`src/rtl/fetch_queue.sv`:
```
`default_nettype none
// ============================================================================
//  Module   : fetch_queue
//  Purpose  : Decoupled instruction fetch stage. Generates sequential fetch
//             addresses, issues them to a pipelined in-order instruction
//             memory, and buffers returned instructions (with their PC+INC)
//             in a DEPTH-entry queue in front of decode. Supports decode
//             back-pressure, several outstanding requests, halt, and
//             flush-on-redirect with discard of in-flight responses.
//  Ports    : clk, rst                       - clock, sync active-high reset
//             imem_req/addr/rdy              - request channel to memory
//             imem_rsp_valid/data            - in-order response channel
//             ALU_Out, PC_Next               - redirect targets
//             RegToPc/SIIC/PCSrc/Halt_cntrl  - redirect and halt controls
//             Instruction, PC_Inc, inst_valid, inst_ready - decode handshake
//             Valid_PC                       - fetch PC is non-zero
//  Revision : 1.0 - initial release
// ============================================================================
module fetch_queue #(
    parameter int                 WIDTH    = 16,
    parameter int                 DEPTH    = 4,
    parameter logic [WIDTH-1:0]   RESET_PC = '0,
    parameter logic [WIDTH-1:0]   SIIC_VEC = WIDTH'(2),
    parameter logic [WIDTH-1:0]   INC      = WIDTH'(2)
) (
    input  logic             clk,
    input  logic             rst,
    output logic             imem_req,
    output logic [WIDTH-1:0] imem_addr,
    input  logic             imem_rdy,
    input  logic             imem_rsp_valid,
    input  logic [WIDTH-1:0] imem_rsp_data,
    input  logic [WIDTH-1:0] ALU_Out,
    input  logic [WIDTH-1:0] PC_Next,
    input  logic             RegToPc_cntrl,
    input  logic             SIIC_cntrl,
    input  logic             PCSrc_cntrl,
    input  logic             Halt_cntrl,
    output logic [WIDTH-1:0] Instruction,
    output logic [WIDTH-1:0] PC_Inc,
    output logic             inst_valid,
    input  logic             inst_ready,
    output logic             Valid_PC
);

    localparam int AW = $clog2(DEPTH);
    localparam int CW = $clog2(DEPTH + 1);

    localparam logic [AW-1:0] c_ptr_one = AW'(1);
    localparam logic [CW-1:0] c_cnt_one = CW'(1);
    localparam logic [CW:0]   c_depth   = (CW + 1)'(DEPTH);

    // ------------------------------------------------------------------
    // State
    // ------------------------------------------------------------------
    logic [WIDTH-1:0] r_fetch_pc;
    logic [CW-1:0]    r_count;
    logic [CW-1:0]    r_outstanding;
    logic [CW-1:0]    r_discard;

    // Instruction queue
    logic [WIDTH-1:0] r_q_instr [DEPTH];
    logic [WIDTH-1:0] r_q_pcinc [DEPTH];
    logic [AW-1:0]    r_q_rd;
    logic [AW-1:0]    r_q_wr;

    // Issue-PC shadow FIFO: one entry per outstanding request, popped on
    // every response (kept or discarded) so it stays aligned with memory.
    logic [WIDTH-1:0] r_s_pc [DEPTH];
    logic [AW-1:0]    r_s_rd;
    logic [AW-1:0]    r_s_wr;

    // ------------------------------------------------------------------
    // Combinational control
    // ------------------------------------------------------------------
    logic             w_redirect;
    logic [WIDTH-1:0] w_target;
    logic [CW:0]      w_inflight;
    logic             w_room;
    logic             w_issue;
    logic             w_push;
    logic             w_pop;
    logic             w_drop;

    assign w_redirect = RegToPc_cntrl | SIIC_cntrl | PCSrc_cntrl;

    always_comb begin
        w_target = PC_Next;
        if (RegToPc_cntrl) begin
            w_target = ALU_Out;
        end else if (SIIC_cntrl) begin
            w_target = SIIC_VEC;
        end
    end

    // Queued plus in-flight must never exceed DEPTH so every response
    // has a guaranteed slot.
    assign w_inflight = {1'b0, r_count} + {1'b0, r_outstanding};
    assign w_room     = (w_inflight < c_depth);

    assign imem_req  = ~rst & ~Halt_cntrl & ~w_redirect & w_room;
    assign imem_addr = r_fetch_pc;
    assign w_issue   = imem_req & imem_rdy;

    assign inst_valid = (r_count != '0);
    assign w_drop     = imem_rsp_valid & (r_discard != '0);
    // A redirect flushes the queue, so neither a push nor a pop can land
    // in that cycle; the arriving response is folded into the discard.
    assign w_push     = imem_rsp_valid & (r_discard == '0) & ~w_redirect;
    assign w_pop      = inst_valid & inst_ready & ~w_redirect;

    assign Instruction = r_q_instr[r_q_rd];
    assign PC_Inc      = r_q_pcinc[r_q_rd];
    assign Valid_PC    = |r_fetch_pc;

    // ------------------------------------------------------------------
    // Control registers
    // ------------------------------------------------------------------
    always_ff @(posedge clk) begin
        if (rst) begin
            r_fetch_pc    <= RESET_PC;
            r_count       <= '0;
            r_outstanding <= '0;
            r_discard     <= '0;
            r_q_rd        <= '0;
            r_q_wr        <= '0;
            r_s_rd        <= '0;
            r_s_wr        <= '0;
        end else begin
            r_outstanding <= r_outstanding + CW'(w_issue) - CW'(imem_rsp_valid);

            if (w_issue) begin
                r_s_wr <= r_s_wr + c_ptr_one;
            end
            if (imem_rsp_valid) begin
                r_s_rd <= r_s_rd + c_ptr_one;
            end

            if (w_redirect) begin
                r_fetch_pc <= w_target;
                r_count    <= '0;
                r_q_rd     <= r_q_wr;
                r_discard  <= r_outstanding - CW'(imem_rsp_valid);
            end else begin
                if (w_issue) begin
                    r_fetch_pc <= r_fetch_pc + INC;
                end
                if (w_drop) begin
                    r_discard <= r_discard - c_cnt_one;
                end
                if (w_push) begin
                    r_q_wr <= r_q_wr + c_ptr_one;
                end
                if (w_pop) begin
                    r_q_rd <= r_q_rd + c_ptr_one;
                end
                case ({w_push, w_pop})
                    2'b10:   r_count <= r_count + c_cnt_one;
                    2'b01:   r_count <= r_count - c_cnt_one;
                    default: r_count <= r_count;
                endcase
            end
        end
    end

    // ------------------------------------------------------------------
    // Storage arrays (contents are don't-care until their valid flags say
    // otherwise, so they carry no reset)
    // ------------------------------------------------------------------
    always_ff @(posedge clk) begin
        if (w_issue) begin
            r_s_pc[r_s_wr] <= r_fetch_pc;
        end
        if (w_push) begin
            r_q_instr[r_q_wr] <= imem_rsp_data;
            r_q_pcinc[r_q_wr] <= r_s_pc[r_s_rd] + INC;
        end
    end

endmodule
`default_nettype wire
```
`config.mk`:
```
export PLATFORM = sky130hd
export DESIGN_NAME = fetch_queue
export DESIGN_NICKNAME = d
export VERILOG_FILES = /design/src/rtl/fetch_queue.sv
export SDC_FILE = /design/constraint.sdc
export NUM_CORES = 1
export LEC_CHECK = 0
export CORE_MARGIN = 3
export CORE_UTILIZATION = 35
export DETAILED_ROUTE_END_ITERATION = 10
export MAX_ROUTING_LAYER = met4
export SLEW_MARGIN = 40
export SYNTH_ARGS = -nofsm -noshare
export SYNTH_HDL_FRONTEND = slang
export SYNTH_SLANG_ARGS = --single-unit
```
`constraint.sdc`:
```
create_clock -name clk -period 8.8 [get_ports clk]
set_input_delay 0.88 -clock clk [delete_from_list [all_inputs] [get_ports clk]]
set_output_delay 0.88 -clock clk [all_outputs]
set_load 0.005 [all_outputs]
```
Word level (Yosys, flattened, before mapping)
Memories as Yosys holds them, arrays and structs flattened. A register that Yosys moved wholly into a read port is not among the register bits.
Index checks and enable logic that the tools add are counted.

word-level totals
  flip-flop bits (word level) = 33
  memory bits (writable) = 192
  bits of input ports = 57
  output and inout port bits = 51
  logic and storage cells = 70
  memories kept = 3

cells by class
  add/sub/neg operators = 13
  magnitude comparators = 1
  eq/ne operators = 2
  multiplexer cells = 19
  bitwise operators = 14
  reduce and logical (&&, ||, !) cells = 10

memory list
  memory     words  width  read ports  clocked after Yosys merged registers in  wr ports  RTL line  text
  r_q_instr  4      16     1           1                                        1         62        logic [WIDTH-1:0] r_q_instr [DEPTH];
  r_q_pcinc  4      16     1           1                                        1         63        logic [WIDTH-1:0] r_q_pcinc [DEPTH];
  r_s_pc     4      16     1           1                                        1         69        logic [WIDTH-1:0] r_s_pc [DEPTH];

operator list
  cell                     number
  $mux W16                 4
  $add A16 B2 Y16 const B  2
  $mux W2                  8
  $reduce_or A16 Y1        1
  $and A1 B1 Y1            9
  $add A2 B1 Y2 const B    4
  $reduce_bool A2 Y1       4
  $mux W3                  2
  $pmux W3 S2              1
  $reduce_bool A3 Y1       2
  $sub A3 B1 Y3            2
  $sub A3 B1 Y3 const B    2
  $add A3 B3 Y4            1
  $lt A4 B3 Y1 const B     1
  $mux W1                  4
  $add A3 B1 Y3            1
  $add A3 B1 Y3 const B    1
  $logic_not A3 Y1         1
  $not A1 Y1               3
  $eq A2 B1 Y1 const B     1
  $eq A2 B2 Y1 const B     1
  $or A1 B1 Y1             2
  $reduce_and A2 Y1        1
  $reduce_or A2 Y1         1

Logic depth before layout (Yosys ltp)
  depth after elaboration = 8
  mapped depth = 12

Least setup slack after synthesis
No wires, ideal clock.

  kind = input to register
  start = input RegToPc_cntrl
  end = register r_outstanding[2]
  arrival = 3.270 ns
  data required time = 8.672 ns
  path slack = 5.402 ns
  cell stages on the path = 12
  path buffers = 1
  cell sequence = buf_2 -> or4_4 -> nor4b_4 -> inv_4 -> ha_1 -> inv_1 -> ha_1 -> inv_1 -> fa_1 -> xnor2_1 -> xnor2_1 -> nor2_1

on the way
  longest elaborated chain between the ends = 8

RTL lines
  item                         RTL line  text
  from (decl)                  35        input logic RegToPc_cntrl,
  $or A1 B1 Y1 (2 in series)   85        assign w_redirect = RegToPc_cntrl | SIIC_cntrl | PCSrc_cntrl;
  $not A1 Y1 (no source line)  -
  $and A1 B1 Y1 (2 in series)  101       assign imem_req = ~rst & ~Halt_cntrl & ~w_redirect & w_room;
  $and A1 B1 Y1                103       assign w_issue = imem_req & imem_rdy;
  $add A3 B1 Y3                130       r_outstanding <= r_outstanding + CW'(w_issue) - CW'(imem_rsp_valid);
  $sub A3 B1 Y3                130
  to (signal assigned)         130
  to (decl)                    58        logic [CW-1:0] r_outstanding;

No other way between the ends.
A chain may end at the register's enable or synchronous reset.

Final worst setup path
  start = input SIIC_cntrl
  end = output imem_req

on the way
  longest elaborated chain between the ends = 5

RTL lines
  item                         RTL line  text
  from (decl)                  36        input logic SIIC_cntrl,
  $or A1 B1 Y1 (2 in series)   85
  $not A1 Y1 (no source line)  -
  $and A1 B1 Y1 (2 in series)  101
  to (decl)                    28        output logic imem_req,

No other way between the ends.

==> qor.txt <==
outcome: completed
initial antenna violation count: 0
GRT busiest layer: met2
synthesis-to-layout area growth: 23.6%
CP startpoint kind: input port
commonest non-fill, non-tap cell in the layout: edfxtp_1
post-DR wirelength/cell: 17.7 um
worst slew pin tran: 0.825 ns
RSZ-0062 raised after global routing: no
FFs w/ async S/R, synth: 0
Antenna diodes: 0
count of pins over their slew limit: 0
via count of the routed design: 5,295
flop2flop setup slack: 5.58 ns
Max Fanout on Critical Path: 19
number of hold violations in the final report: 0
Mapped Avg Cell Area: 16.5 um^2
Crit Path Category: in -> out
fin crit share: 0.447
total CTS buffers: 24
distinct cell type count after synthesis: 48
headroom to the max-slew limit: 0.450
commonest cells after routing, fill and taps aside: edfxtp_1 (192), clkdlybuf4s50_1 (106), mux4_2 (48)
Seq cells post-synth: 229
post-synthesis cell area: 9510 um^2
Worst EP arrival: 3.06 ns
Post-Syn Nets: 654
met3 usage in global routing: 0.0252
EDFF count, synth: 192
pin count of the biggest net entering global routing: 36
clock root buffer: clkbuf_16
CTS Buffer Depth: 3
vias in the first global route: 5,711
FF/Latch Area: 6510 um^2
final net count: 768
Die ar.: 29,200 um^2
number of vias per cell: 5.09
GRT overflow: 0
clk sinks: 229
Max Cap Viol: 0
Setup TNS: 0 ns
synth warn: 0
Reg clk slew, reported paths: 0.06 ns
I/O pin cnt: 108
Fin Hold WS: 0.503 ns
num rows: 59
Setup Viol. Count Final: 0
IO Port Bufs: 107
total track usage: 0.132
DRC errors left: 0
Static Leak: 3.79 nW
Antenna Nets Post-Route: 0
CP endpoint kind: output pin
met1 usage: 0.174
Max IR drop VDD: 0.133 mV
Fill cells: 2,275
layout cell share with drive strength beyond 1: 0.153
sequential-to-total area share from yosys stat: 0.684
Power, Total: 0.00243 W
final wirelength: 18,400 um
dominant synthesized flop cell: edfxtp_1
Core Region: 26,400 um^2
DRT iter0 DRCs: 331
clock latency on the worst-skew pair: 0.52 ns
htree depth: 1
Post-CTS Setup Bufs: 0
Max Clk Rate: 254 MHz
Die Y-Extent: 171 um
first-pass GRT wire length: 30,000 um
area occupied by multi-input gates: 2800 um^2
First-pass DRT Iterations: 4
CP required: 7.92 ns
CTS Hold Buffers Added: 0
PwrDens: 206 nW/um^2
Initial Utilization: 0.361
RePlAce Congestion: 0.802
post_cts resized: 0
Max Clock Skew: 0.0172 ns
Die Wd: 171 um
met2 usage: 0.212
Hold WC Path Type: reg -> reg
min Tclk post-route: 3.94 ns
detailed placement HPWL: 12,200 um
Syn Inst Count: 576
CTS tree: done
-- kinds of logic after synthesis --
logic type	after synthesis	synth area share
xor+xnor	28	0.0258
flops	229	0.684
buf+inv	51	0.0222
mux	50	0.116
simple gates	135	0.0785
compound gates	62	0.0447
fa+ha+maj	21	0.0292
-- where the power goes --
part | switching, W | internal [W]
Sequential | 0.0000269 | 0.00120
Clock | 0.000394 | 0.000616
Combinational | 0.0000867 | 0.000102
-- per-stage QoR --
| stage | worst slack (ns) | std cells | util | cell area (um^2) |
|---|---|---|---|---|
| global route | 4.71 | 1041 | 0.446 | 11800 |
| CTS | 4.83 | 1040 | 0.446 | 11700 |
| global placement | 4.25 | 998 | 0.415 | 10900 |
| detailed placement | 4.46 | 998 | 0.415 | 10900 |
| floorplan | 5.40 | 576 | - | 9510 |
| finish | 4.86 | 1041 | 0.446 | 11800 |
-- Yosys cell counts (all sizes together), types with 4 or more instances --
| master | number | share of area |
|---|---|---|
| edfxtp | 192 | 0.61 |
| mux4 | 48 | 0.11 |
| dfxtp | 37 | 0.078 |
| nand2 | 27 | 0.011 |
| nor2 | 27 | 0.011 |
| inv | 22 | 0.0089 |
| clkbuf | 19 | 0.0075 |
| ha | 19 | 0.025 |
| a21oi | 18 | 0.0095 |
| xor2 | 17 | 0.016 |
| a211oi | 16 | 0.014 |
| nand3 | 15 | 0.0079 |
| nor3 | 14 | 0.0079 |
| xnor2 | 11 | 0.010 |
| and2 | 10 | 0.0066 |
| buf | 10 | 0.0058 |
| nor2b | 10 | 0.0066 |
| o31ai | 9 | 0.0071 |
| nand4 | 8 | 0.0053 |
| o21ai | 7 | 0.0037 |
| a311oi | 4 | 0.0037 |
| nor4 | 4 | 0.0026 |
-- sequential cells by signal, summed over array words and instances (netlist names), named ones only --
| signal | flops |
|---|---|
| r_outstanding | 3 |
| r_q_pcinc | 64 |
| r_count | 3 |
| r_discard | 3 |
| imem_addr | 16 |
| r_q_instr | 64 |
| r_s_wr | 2 |
| r_q_wr | 2 |
| r_q_rd | 2 |
| r_s_pc | 64 |
| r_s_rd | 2 |
-- metal layers --
layer	wire length (um)	part of all wire	vias up
met4	450	0.024	0
met3	1240	0.067	40
met2	8650	0.47	199
met1	8110	0.44	2576
li1	-	-	2480
met5	0	0	-
-- critical path, stage by stage --
cell and delay, ns:
clkdlybuf4s50_1 0.73, or4_4 0.72, nor3_1 0.18, clkdlybuf4s50_1 0.54
-- layout make-up --
| type | instances | share of cell area |
|---|---|---|
| well taps | 335 | 0.0357 |
| repair buffers | 117 | 0.0974 |
| inverters | 22 | 0.00724 |
| clock buffers | 26 | 0.0517 |
| clock inverters | 16 | 0.0165 |
| multi-input cells | 296 | 0.238 |
| flip-flops and latches | 229 | 0.554 |
-- worst paths after layout --
path | startpoint | end | cells past startpoint
setup / recovery | SIIC_cntrl | imem_req | 4
hold / removal | r_s_wr[1] | r_s_wr[1] | 2
setup reg to reg | r_outstanding[2] | r_outstanding[2] | 12
hold reg to reg | r_s_wr[1] | r_s_wr[1] | 2
(Power assumes the default switching activity.)
